**config.mk**
```make
export PLATFORM = sky130hd
export DESIGN_NAME = seg_display_bank
export DESIGN_NICKNAME = d
export VERILOG_FILES = /design/src/rtl/seg_display_bank.sv
export SDC_FILE = /design/constraint.sdc
export NUM_CORES = 1
export LEC_CHECK = 0
export CORE_UTILIZATION = 30
export DETAILED_ROUTE_END_ITERATION = 10
export HOLD_SLACK_MARGIN = 0.12
export PLACE_DENSITY_LB_ADDON = 0.08
export SLEW_MARGIN = 20
export SYNTH_ARGS = -nofsm -noshare
export SYNTH_HDL_FRONTEND = slang
export SYNTH_SLANG_ARGS = --single-unit
```
**constraint.sdc**
```tcl
create_clock -name clk -period 4.2 [get_ports clk]
set_clock_uncertainty 0.1 [all_clocks]
set_input_delay 0.42 -clock clk [delete_from_list [all_inputs] [get_ports clk]]
set_output_delay 0.42 -clock clk [all_outputs]
set_load 0.01 [all_outputs]
```
**src/rtl/seg_display_bank.sv**
```systemverilog
`default_nettype none
// ============================================================================
// seg_display_bank : registered active-low 7-segment bank with hold/blink/LZS
// Revision: 1.0
// ============================================================================
module seg_display_bank #(
  parameter int NUM_DIGITS = 6,
  parameter int HOLD_CYC   = 8,
  parameter int BLINK_DIV  = 16
) (
  input  logic                    clk,
  input  logic                    rst,
  input  logic                    load,
  input  logic [4*NUM_DIGITS-1:0] value,
  input  logic                    active,
  input  logic [NUM_DIGITS-1:0]   blink_mask,
  input  logic                    lz_en,
  output logic [7*NUM_DIGITS-1:0] seg,
  output logic                    showing
);

  localparam int HW = (HOLD_CYC > 1) ? $clog2(HOLD_CYC) : 1;
  localparam int BW = $clog2(BLINK_DIV);
  localparam logic [HW-1:0] HOLD_LOAD = HW'(HOLD_CYC > 0 ? HOLD_CYC - 1 : 0);
  localparam logic [BW-1:0] BLINK_TOP = BW'(BLINK_DIV - 1);

  typedef enum logic [1:0] {
    IDLE = 2'd0,
    SHOW = 2'd1,
    HOLD = 2'd2
  } state_t;

  state_t                    state;
  logic [4*NUM_DIGITS-1:0]   val_q;
  logic [HW-1:0]             hold_cnt;
  logic [BW-1:0]             blink_cnt;
  logic                      blink_ph;
  logic [NUM_DIGITS-1:0]     lz_blank;
  logic                      lead;
  logic [7*NUM_DIGITS-1:0]   seg_d;

  function automatic logic [6:0] glyph(input logic [3:0] n);
    case (n)
      4'h0: glyph = 7'h40;  4'h1: glyph = 7'h79;
      4'h2: glyph = 7'h24;  4'h3: glyph = 7'h30;
      4'h4: glyph = 7'h19;  4'h5: glyph = 7'h12;
      4'h6: glyph = 7'h02;  4'h7: glyph = 7'h78;
      4'h8: glyph = 7'h00;  4'h9: glyph = 7'h10;
      4'hA: glyph = 7'h08;  4'hB: glyph = 7'h03;
      4'hC: glyph = 7'h46;  4'hD: glyph = 7'h21;
      4'hE: glyph = 7'h06;  default: glyph = 7'h0E;
    endcase
  endfunction

  // Leading zeros are blanked from the top digit down until the first nonzero
  // nibble; digit 0 always stays visible so a zero value shows a single "0".
  always_comb begin
    lz_blank = '0;
    lead     = lz_en;
    for (int i = NUM_DIGITS - 1; i >= 0; i--) begin
      if (val_q[4*i +: 4] != 4'h0) lead = 1'b0;
      lz_blank[i] = lead && (i != 0);
    end
  end

  always_comb begin
    seg_d = '1;
    for (int i = 0; i < NUM_DIGITS; i++) begin
      if (state == IDLE || (blink_mask[i] && blink_ph) || lz_blank[i])
        seg_d[7*i +: 7] = 7'h7F;
      else
        seg_d[7*i +: 7] = glyph(val_q[4*i +: 4]);
    end
  end

  always_ff @(posedge clk) begin
    if (rst) begin
      state     <= IDLE;
      val_q     <= '0;
      hold_cnt  <= '0;
      blink_cnt <= '0;
      blink_ph  <= 1'b0;
      seg       <= '1;
      showing   <= 1'b0;
    end else begin
      if (load) val_q <= value;

      if (blink_cnt == BLINK_TOP) begin
        blink_cnt <= '0;
        blink_ph  <= ~blink_ph;
      end else begin
        blink_cnt <= blink_cnt + 1'b1;
      end

      // Outputs reflect the state and captured value from before this edge.
      seg     <= seg_d;
      showing <= (state != IDLE);

      case (state)
        IDLE: if (active) state <= SHOW;
        SHOW: begin
          if (!active) begin
            if (HOLD_CYC > 0) begin
              state    <= HOLD;
              hold_cnt <= HOLD_LOAD;
            end else begin
              state <= IDLE;
            end
          end
        end
        HOLD: begin
          if (active)                state    <= SHOW;
          else if (hold_cnt == '0)   state    <= IDLE;
          else                       hold_cnt <= hold_cnt - 1'b1;
        end
        default: state <= IDLE;
      endcase
    end
  end

endmodule
`default_nettype wire

```
**Word-level counts from Yosys, hierarchy flattened**

Memories as Yosys holds them, arrays and structs flattened. A register that Yosys moved wholly into a read port is not among the register bits.
Index checks and enable logic that the tools add are counted.

- Input port bits: 35
- Logic and storage cells: 72
- Register bits after elaboration: 35
- ROM bits: 672
- Output and inout port bits: 43
- Memories: 6

- Mux-type cells: 14
- Eq/ne operators: 8
- Bitwise logic cells: 1
- Add/subtract/negate cells: 2
- Reduce and logical (&&, ||, !) cells: 35

Memory list:

| memory | words | width | rd ports | clocked after memory_dff | wr ports | RTL line | RTL |
|---|---|---|---|---|---|---|---|
| (name not given) | 16 | 7 | 1 | 1 | 0 | 43 | `case (n)` |
| (name not given) | 16 | 7 | 1 | 1 | 0 | 43 |  |
| (name not given) | 16 | 7 | 1 | 1 | 0 | 43 |  |
| (name not given) | 16 | 7 | 1 | 1 | 0 | 43 |  |
| (name not given) | 16 | 7 | 1 | 1 | 0 | 43 |  |
| (name not given) | 16 | 7 | 1 | 1 | 0 | 43 |  |

Operators with widths:

| kind | number |
|---|---|
| 4-bit nonzero test | 5 |
| 2-bit OR reduction | 7 |
| 1-bit logical OR | 11 |
| 3-bit 2-to-1 mux | 3 |
| 2-bit 2-to-1 mux | 4 |
| 2-bit inequality test (second input constant) | 4 |
| 1-bit logical AND | 6 |
| 2-bit one-hot mux with 3 select lines | 1 |
| 3-bit one-hot mux with 2 select lines | 1 |
| 1-bit 2-to-1 mux | 5 |
| 4-bit by 1-bit adder with 4-bit output (second input constant) | 1 |
| 4-bit == test (second input constant) | 1 |
| 4-bit AND reduction | 1 |
| 2-bit nonzero test | 2 |
| 3-bit logical NOT | 1 |
| 3-bit inequality test (second input constant) | 1 |
| 3-bit AND reduction | 1 |
| 3-bit by 1-bit subtractor with 3-bit output (second input constant) | 1 |
| 2-bit by 1-bit == test with 1-bit output (second input constant) | 1 |
| 2-bit == test (second input constant) | 1 |
| 2-bit logical NOT | 1 |
| 1-bit inverter | 1 |

**Longest topological paths before layout**

- Depth after elaboration: 8
- Depth in mapped cells: 7
- Mapped depth without buffers: 6

**Worst setup path before layout**

OpenSTA, ideal clock, no wires.

- Path kind: reg-to-reg
- Start point: register val_q[20]
- End point: register seg[21]
- Path buffers: 0
- Slack: 2.462 ns
- Period minus slack after synthesis: 1.738 ns
- Stages on the path, launching flop included: 7
- Data arrival time: 1.494 ns
- Data required time: 3.956 ns
- Setup time: 0.144 ns
- Cells stage by stage: dfxtp_1 > inv_1 > ha_1 > and4bb_4 > and2_4 > a221oi_4 > o311ai_1

- Word-level cells in the longest chain between the ends: 6

Ends and longest elaborated chain:

| what | RTL line | RTL |
|---|---|---|
| start, declared | 34 | `logic [4*NUM_DIGITS-1:0] val_q;` |
| start signal, assigned | 86 | `if (load) val_q <= value;` |
| 4-bit nonzero test | 61 | `if (val_q[4*i +: 4] != 4'h0) lead = 1'b0;` |
| 1-bit 2-to-1 mux (3 in a row) | 61 |  |
| 1-bit logical OR | 69 | `if (state == IDLE \|\| (blink_mask[i] && blink_ph) \|\| lz_blank[i])` |
| 2-bit OR reduction (no source line) | - |  |
| end, declared | 18 | `output logic [7*NUM_DIGITS-1:0] seg,` |

No other way between the ends.
A chain may end at the register's enable or synchronous reset.

**Worst setup path in the final report**

- Start point: register val_q[16]
- End point: register seg[17]

The elaborated chain is that of the path after synthesis.

==> impl_results.md <==
- Grt met3 use: 3.39%
- Cell Chain, Critical Path: inv_1 -> ha_1 -> nor3b_1 -> nand4_1 -> and3_1 -> o311ai_0
- Reg clk slew, reported paths: 0.06 ns
- Slowest Stage Delay on Critical Path: 0.37 ns
- Drt pass-1 iters: 4
- CTS H-tree lvls: 3
- Slowest CP cell: dfxtp_1
- Vias in the first global route: 2780
- Port bufs: 77
- Largest net degree at the start of global routing: 36
- Core Footprint: 0.0122 mm2
- Synthesized flop and latch total: between 70 and 80
- CTS Buf Count: 9
- Nets: 539
- Final WL: 8250 um
- Total GRT Usage: 13.3%
- Dpl ws: roughly 1.8 ns
- Top_reg_cell synth: dfxtp_1
- Met2 global-route usage: between 20% and 30%
- Gr ovfl total: 0
- Ratio of cells with drive above 1 in the final layout: 5.06%
- Longest Clk Path Bufs: 2
- Iteration-0 DRC Markers: roughly 150
- Fin cells: 642
- Final Setup Violations: 0
- Min cycle time layout: 2.01 ns
- Relative slew slack: 49.1%
- GR peak layer: met2
- Synth warn: 0
- Die span in y: 114 um
- Smallest hold slack: roughly 0.39 ns
- Worst path required time: around 4.3 ns
- CP Data Arrival Time: around 2.1 ns
- Initial Util: 31.1%
- Final core occ: 40.5%
- Register area share after synthesis: 40.7%
- Max-cap violation count: 0
- Status: complete, no violations
- Async SR Flop Fraction: 0%
- Worst slew pin tran: 0.763 ns
- Hold-fix buffers, CTS: 0
- Area grow syn2layout: 30.0%
- Kind of critical path: register to register
- CP delay by family, top: simple AND/OR/NAND/NOR gates
- Synthesized area: 0.00379 mm2
- Postcts setup bufs: 0
- Leak: 1.87 nW
- Commonest non-fill, non-tap cell in the layout: dfxtp_1
- Resize count post-CTS: 0
- RSZ-0062 raised after global routing: false
- Avg Cell Area, Syn: 9.42 um2
- Initial antenna violation count: 0
- Syn_nets: between 400 and 500
- Latest clock arrival within the worst-skew pair: 0.32 ns
- Post-detailed-route count of antenna-violating nets: 0
- Dpl cells: 627
- Drt via density: about 4.7
- Crit. End Element: register
- First-pass GRT wire length: around 14000 um
- CTS tree: done
- Buf/Inv on CP: 1
- FP Rows: 40
- Pwr/cell area: 356 mW/mm2
- Hpwl dp: slightly above 6000 um
- Routed WL per cell: 12.9 um
- Die area: between 0.01 and 0.015 mm2
- Clock sinks: 77
- Top Ports: 78
- Inserted Diodes: 0
- Chip width: 114 um
- Final worst slack: 2.19 ns
- GP Congestion: between 0.8 and 0.9
- Cell variety after synth: 42
- Post-synth EDFFs: 0
- Slew Viols, Final: 0
- Final hold violations: 0
- Max frequency: around 500 MHz
- Mapped Cells: 402
- Setup TNS: 0 ns
- Grt met1 use: 17.0%
- Peak VDD IR: roughly 0.00014 V
- Final Cycle Share: 47.9%
- Via count: 3021
- Worst-path maximum fanout: 7
- Startpoint types: register
- Most frequent cells in the layout: dfxtp_1, clkdlybuf4s50_1, nor2_1
- DRC: 0
- Hold crit path type: register to register
- CTS root buf: clkbuf_16
## sequential cells by signal, indices dropped and copies added, names as in the netlist
register and count:
blink_ph 1, showing 1, seg 42, hold_cnt 3
blink_cnt 4, val_q 24, state 2
## logic make-up after synthesis
| group | Yosys count | share of synthesized area (%) |
|---|---|---|
| AO/OA/AOI/OAI | 91 | 18.9 |
| multiplexers | 27 | 7.20 |
| adder cells (fa/ha/maj) | 34 | 11.2 |
| XOR/XNOR | 2 | 0.463 |
| flip-flops | 77 | 40.7 |
| buffers and inverters | 47 | 5.39 |
| AND/OR/NAND/NOR | 124 | 16.1 |
## cell usage after synthesis, types with 5 or more instances
library cell	count	area share, %
mux2i_1	25	6.6
dfxtp_1	77	41
ha_1	34	11
nor2_1	45	4.5
nand3_1	7	0.93
a21oi_1	5	0.66
inv_1	26	2.6
o211ai_1	20	4.0
a21o_1	10	2.0
clkbuf_1	13	1.3
nand2_1	32	3.2
o21ai_0	16	2.1
nand2b_1	18	3.0
o311ai_0	21	4.9
o311ai_1	5	1.2
## power breakdown
part	total, mW	switching (mW)	internal, mW
combinational	0.249	0.116	0.133
sequential	0.816	0.0435	0.772
clock	0.690	0.279	0.411
## stage by stage
stage	power, mW	cell area (um2)
5_1_grt	1.85	4920
2_1_floorplan	0.971	3790
3_3_place_gp	1.08	4660
6_report	1.75	4920
4_1_cts	1.78	4920
3_5_place_dp	1.08	4660
## final timing paths
| kind | slack, ns | from | depth (start not counted) | to |
|---|---|---|---|---|
| min reg2reg | 0.39 | blink_cnt[0] | 1 | blink_cnt[0] |
| max | 2.19 | val_q[16] | 6 | seg[17] |
| max reg2reg | 2.19 | val_q[16] | 6 | seg[17] |
| min | 0.39 | blink_cnt[0] | 1 | blink_cnt[0] |
## per-layer routing
metal | wire (um) | up-vias | share of wire, %
li1 | - | 1557 | -
met1 | 3920 | 1412 | 48
met2 | 3930 | 47 | 48
met3 | 305 | 5 | 3.7
met4 | 88 | 0 | 1.1
met5 | 0 | - | 0
## cell type report
| class | count | area (um2) |
|---|---|---|
| flip-flops and latches | 77 | 1540 |
| fillers | 1219 | 7240 |
| clock buffers | 13 | 250 |
| repair buffers | 78 | 773 |
| clock inverters | 2 | 10.0 |
| inverters | 26 | 97.6 |
| well taps | 168 | 210 |
| multi-input cells | 278 | 2040 |
Power figures use the tool's default switching activity.
==> RTL edit 1 (same flow settings) <==
Remove the register `seg`: a continuous assignment takes its place, so the output `seg` follows one clock earlier.
--- a/src/rtl/seg_display_bank.sv
+++ b/src/rtl/seg_display_bank.sv
@@ -80,7 +80,6 @@
       hold_cnt  <= '0;
       blink_cnt <= '0;
       blink_ph  <= 1'b0;
-      seg       <= '1;
       showing   <= 1'b0;
     end else begin
       if (load) val_q <= value;
@@ -93,7 +92,6 @@
       end
 
       // Outputs reflect the state and captured value from before this edge.
-      seg     <= seg_d;
       showing <= (state != IDLE);
 
       case (state)
@@ -118,6 +116,8 @@
     end
   end
 
+  assign seg = seg_d;
+
 endmodule
 `default_nettype wire
 
Check against the original RTL: not equivalent (a bounded check fails within 4 cycles, from zero or initial values and one cycle with rst high).
==> RTL edit 1 against the unedited design <==
Count of clock-buffer cells in the layout grew 1; sequential cell count stayed put; non-clock buffer count grew 4; power rose by 11%; routed wire length grew 28%; final area rose by 15%; largest power group unchanged; area after synthesis up 18%; critical endpoint is now seg[8]; setup slack lost 0.92 ns.
==> RTL edit 1: results (changes against the unedited design) <==
Status
  – Status: finished clean

Synth
  – Compound-Gate Fraction of Synth Area: 0.1691 (-0.01997)
  – Adder-cell share of the synthesized area: 0.1095 (-0.002840)
  – Synth Instances: 493 (+23%)
  – XOR/XNOR share of the synthesized area: 0.003931 (-0.0006951)
  – Sequential area share after synthesis: 0.3460 (-0.06117)
  – Cell variety after synth: 57 (+36%)
  – Mux cell area share after synthesis: 0.08088 (+0.008834)
  – Synth area leaders: dfxtp_1 (35%), ha_1 (11%), nand2b_1 (6.0%)
  – Synth cell count leaders: dfxtp_1 (77), nand2b_1 (43), inv_1 (42), ha_1 (39), nand2_1 (32)
  – Synthesized Nets: 567 (+20%)

Clocking
  – Clk_lat worst skew: 0.34 ns (+0.02 ns)
  – CTS Buf Count: 9 (unchanged)

Routing
  – WL final: 10.56 mm (+28%)
  – Drt pass-1 iters: 4 (unchanged)
  – Initial DRC count: 184 (+27%)
  – Vias per cell: 4.841 (+2.9%)

Global route
  – Vias in the first global route: 3521 (+27%)
  – All-layer global routing usage: 0.1456 (+0.01255)
  – First-pass GRT wire length: 16.97 mm (+25%)
  – Largest net degree at the start of global routing: 62 (+72%)

Worst hold path
  – Min-delay src: val_q[1]$_SDFFE_PP0P_
  – Hold/Removal Path Class: register to register

Power and ir drop
  – Worst VDD drop: 177.4 uV (+28%)
  – Leakage: 0.002288 uW (+23%)
  – Switching share of power: 0.2605 (+0.01095)

Worst setup path
  – Worst Path Arrival: 2.41 ns (+0.30 ns)
  – RR Startpoint: val_q[8]$_SDFFE_PP0P_
  – Crit path from: val_q[16]$_SDFFE_PP0P_

Placed design
  – Cell area after placement: 5356 sq um (+15%)
  – GP Congestion: 0.7938 (-1.6%)
  – Placed Cells: 740 (+18%)
  – HPWL after DPL: 7.979 mm (+31%)

Cells and area
  – Final Non-Filler Cells: 756 (+18%)
  – Filler cells: 1483 (+22%)
  – Layout cells sized above 1: 0.09615 (+0.04552)
  – Layout Nets: 642 (+19%)

Timing
  – Worst slew margin: 0.5765 (+0.08528)
==> RTL edit 1: path summary, 6_finish.rpt <==
check | to | slack [ns] | depth (start not counted)
worst max-delay path | seg[8] | 1.27 | 5
worst min-delay path | val_q[1]$_SDFFE_PP0P_ | 0.39 | 2
worst max register to register | register | 2.24 | 5
worst min register to register | val_q[1]$_SDFFE_PP0P_ | 0.39 | 2
==> RTL edit 1: cells by family (layout without fill, tap and decap cells) <==
| group | count (synthesis) | after routing |
|---|---|---|
| AOI/OAI and AO/OA | 109 | 109 |
| xor gates and xnor gates | 2 | 2 |
| adders and majority gates | 39 | 39 |
| buffers and inverters | 60 | 139 |
| DFF | 77 | 77 |
| muxes | 29 | 29 |
| and+or+nand+nor | 177 | 177 |
==> RTL edit 1: layout make-up <==
class | count | area (sq um) | area share
multi-input combinational | 356 | 2636 | 0.4662
sequential | 77 | 1541 | 0.2726
timing repair buffer | 82 | 810.8 | 0.1434
clock buffer | 14 | 274.0 | 0.04845
tap | 184 | 230.2 | 0.04071
inverter | 42 | 157.7 | 0.02788
clock inverter | 1 | 5.005 | 0.0008850
==> RTL edit 1: worst max-delay path, cell delays in order, from the launching register on <==
cell and delay, ns:
dfxtp_1 0.33, nor4_1 0.41, and4_1 0.36, a31oi_1 0.27, nand2b_1 0.16, clkdlybuf4s50_1 0.55
==> RTL edit 1: power groups by stage <==
stage | Clock, uW | Sequential (uW) | Combinational, uW
2_1_floorplan | 0 | 822 | 247
4_1_cts | 767 | 814 | 404
3_5_place_dp | 0 | 830 | 403
3_3_place_gp | 0 | 830 | 401
6_report | 736 | 814 | 400
5_1_grt | 795 | 820 | 445
==> RTL edit 1: per-layer routing <==
metal,vias up,GRT usage,wire length [um]
li1,1882,-,-
met1,1702,0.1703,4878
met2,69,0.2521,5105
met3,7,0.04762,458
met4,0,0.04142,121
met5,-,0,0
==> RTL edit 1: stage by stage <==
step / setup slack (ns) / total power [uW]
global route: 1.106 / 2059
global placement: 1.280 / 1231
floorplan: 1.896 / 1069
detailed placement: 1.111 / 1233
finish: 1.270 / 1950
CTS: 1.185 / 1986
==> RTL edit 2 (config.mk and constraints unchanged) <==
Without the edit above. Set the parameter `NUM_DIGITS` to 3 (it was 6).
--- a/src/rtl/seg_display_bank.sv
+++ b/src/rtl/seg_display_bank.sv
@@ -4,7 +4,7 @@
 // Revision: 1.0
 // ============================================================================
 module seg_display_bank #(
-  parameter int NUM_DIGITS = 6,
+  parameter int NUM_DIGITS = 3,
   parameter int HOLD_CYC   = 8,
   parameter int BLINK_DIV  = 16
 ) (
Ports: changed (resized blink_mask, seg and value); port bits go from 78 to 42. The function was not compared with the original's and may differ.
==> RTL edit 2 against the unedited design <==
Critical path depth fell by 1; routed wire length decreased by 49%; area after synthesis decreased by 44%; core utilization fell by 0.76 points; sequential cell count fell by 33; setup slack better by 0.070 ns; critical endpoint is now seg[0]$_SDFF_PP1_; first-iteration DRC count shrank 85%; final area is 45% lower; power fell by 47%; highest routed layer unchanged; synthesized cell count fell by 44%.
==> RTL edit 2: results (changes against the unedited design) <==
Status
  – Status: finished clean

Synth
  – Sequential area share after synthesis: 0.4129 (+0.005765)
  – Mux cell area share after synthesis: 0.07742 (+0.005377)
  – Cell variety after synth: 43 (+2.4%)
  – Syn_area_per_cell: 9.439 sq um (+0.22%)
  – Synthesized Nets: 265 (-44%)
  – Compound-Gate Fraction of Synth Area: 0.1584 (-0.03067)
  – Synth cell count leaders: dfxtp_1 (44), nor2_1 (25), ha_1 (19), nand2_1 (18), inv_1 (14)
  – Adder-cell share of the synthesized area: 0.1114 (-0.0009226)
  – Synth area leaders: dfxtp_1 (41%), ha_1 (11%), mux2i_1 (5.6%)

Routing
  – Via count: 1660 (-45%)
  – WL final: 4.181 mm (-49%)
  – Initial DRC count: 22 (-85%)

Global route
  – Vias in the first global route: 1516 (-45%)
  – Largest net degree at the start of global routing: 24 (-33%)
  – First-pass GRT wire length: 7.107 mm (-48%)
  – All-layer global routing usage: 0.1221 (-0.01095)

Worst setup path
  – Worst Path Arrival: 1.98 ns (-0.13 ns)
  – Crit-path slowest cell: a21oi_1
  – Critical-path maximum fanout: 23 (+16)
  – Family with the most delay on the worst path: compound AO/OA/AOI/OAI gates
  – Slowest cell delay on critical path: 0.45 ns (+0.08 ns)

Power and ir drop
  – Leakage: 0.001046 uW (-44%)
  – Worst VDD drop: 105.8 uV (-24%)
  – Internal power: 691.1 uW (-48%)

Clocking
  – Clock transition at the registers of the reported paths: 0.09 ns (+0.03 ns)
  – Clk_lat worst skew: 0.30 ns (-0.02 ns)
  – CTS Buf Count: 5 (-4)
  – # H-tree levels: 2 (-1)

Cells and area
  – Filler cells: 708 (-42%)
  – Layout Nets: 304 (-44%)
  – Layout cells sized above 1: 0.07519 (+0.02456)
  – Largest regs: seg: 21 flops, val_q: 12 flops, blink_cnt: 4 flops

Placed design
  – Port Buffers: 41 (-47%)
  – GP Congestion: 0.7381 (-8.5%)
  – Dpl ws: 1.901 ns (+0.05619 ns)
  – HPWL after DPL: 3.044 mm (-50%)
  – Placed Cells: 354 (-44%)

Timing
  – Worst slew margin: 0.4797 (-0.01146)
## RTL edit 2: cell types whose count changed after synthesis, sizes merged, moves of 4 or more
| cell | before | now |
|---|---|---|
| dfxtp | 77 | 44 |
| nor2 | 45 | 25 |
| o311ai | 26 | 10 |
| ha | 34 | 19 |
| nand2 | 32 | 18 |
| o211ai | 20 | 6 |
| mux2i | 25 | 12 |
| inv | 26 | 14 |
| nand2b | 18 | 6 |
| clkbuf | 13 | 5 |
| a21o | 10 | 3 |
| o21ai | 16 | 10 |
| nor3b | 5 | 1 |
## RTL edit 2: cell type report
cell class                 count  area, sq um  area share
clock inverter                 3        42.54     0.01568
timing repair buffer          42        417.9      0.1540
multi-input combinational    158         1131      0.4168
tap                           96        120.1     0.04426
inverter                      14        52.55     0.01936
sequential                    44        880.8      0.3246
clock buffer                   5        68.82     0.02536
## RTL edit 2: kinds of logic (layout without fill, tap and decap cells)
kind of cell	count (synthesis)	in the layout
AND/OR/NAND/NOR	75	75
AO/OA/AOI/OAI	46	46
flip-flops	44	44
buffers and inverters	24	64
adder cells (fa/ha/maj)	19	19
multiplexers	16	16
XOR/XNOR	2	2
## RTL edit 2: per-layer routing
metal / share of wire / GRT usage / vias to the layer above
met3: 0.037 / 0.03333 / 6
met4: 0.017 / 0.05000 / 0
met1: 0.48 / 0.1534 / 757
met5: 0 / 0 / -
met2: 0.46 / 0.1977 / 28
li1: - / - / 869
## RTL edit 2: through the flow
stage / cell area, sq um / total power [uW]
after global placement: 2603 / 613.2
after detailed placement: 2603 / 612.2
final: 2714 / 928.2
after CTS: 2714 / 942.7
after global routing: 2714 / 980.1
after floorplan: 2133 / 553.9
## RTL edit 2: tightest hold or removal path, cell delays in order (launching register included)
cell     delay, ns
dfxtp_1       0.32
o21ai_0       0.07
a21oi_1       0.06
## RTL edit 2: path summary, 6_finish.rpt
kind / startpoint / slack (ns) / cells past startpoint / endpoint
setup / recovery: rst / 2.26 / 5 / seg[0]$_SDFF_PP1_
hold / removal: blink_cnt[3]$_SDFF_PP0_ / 0.39 / 2 / blink_cnt[3]$_SDFF_PP0_
setup reg to reg: val_q[8]$_SDFFE_PP0P_ / 2.34 / 5 / seg[20]$_SDFF_PP1_
hold reg to reg: blink_cnt[3]$_SDFF_PP0_ / 0.39 / 2 / blink_cnt[3]$_SDFF_PP0_
## RTL edit 2: power by group through the flow
stage | Clock [uW] | Sequential (uW) | Combinational, uW
2_1_floorplan | 0 | 468 | 85.5
3_3_place_gp | 0 | 475 | 138
3_5_place_dp | 0 | 474 | 138
4_1_cts | 340 | 465 | 138
5_1_grt | 358 | 469 | 153
6_report | 328 | 465 | 136
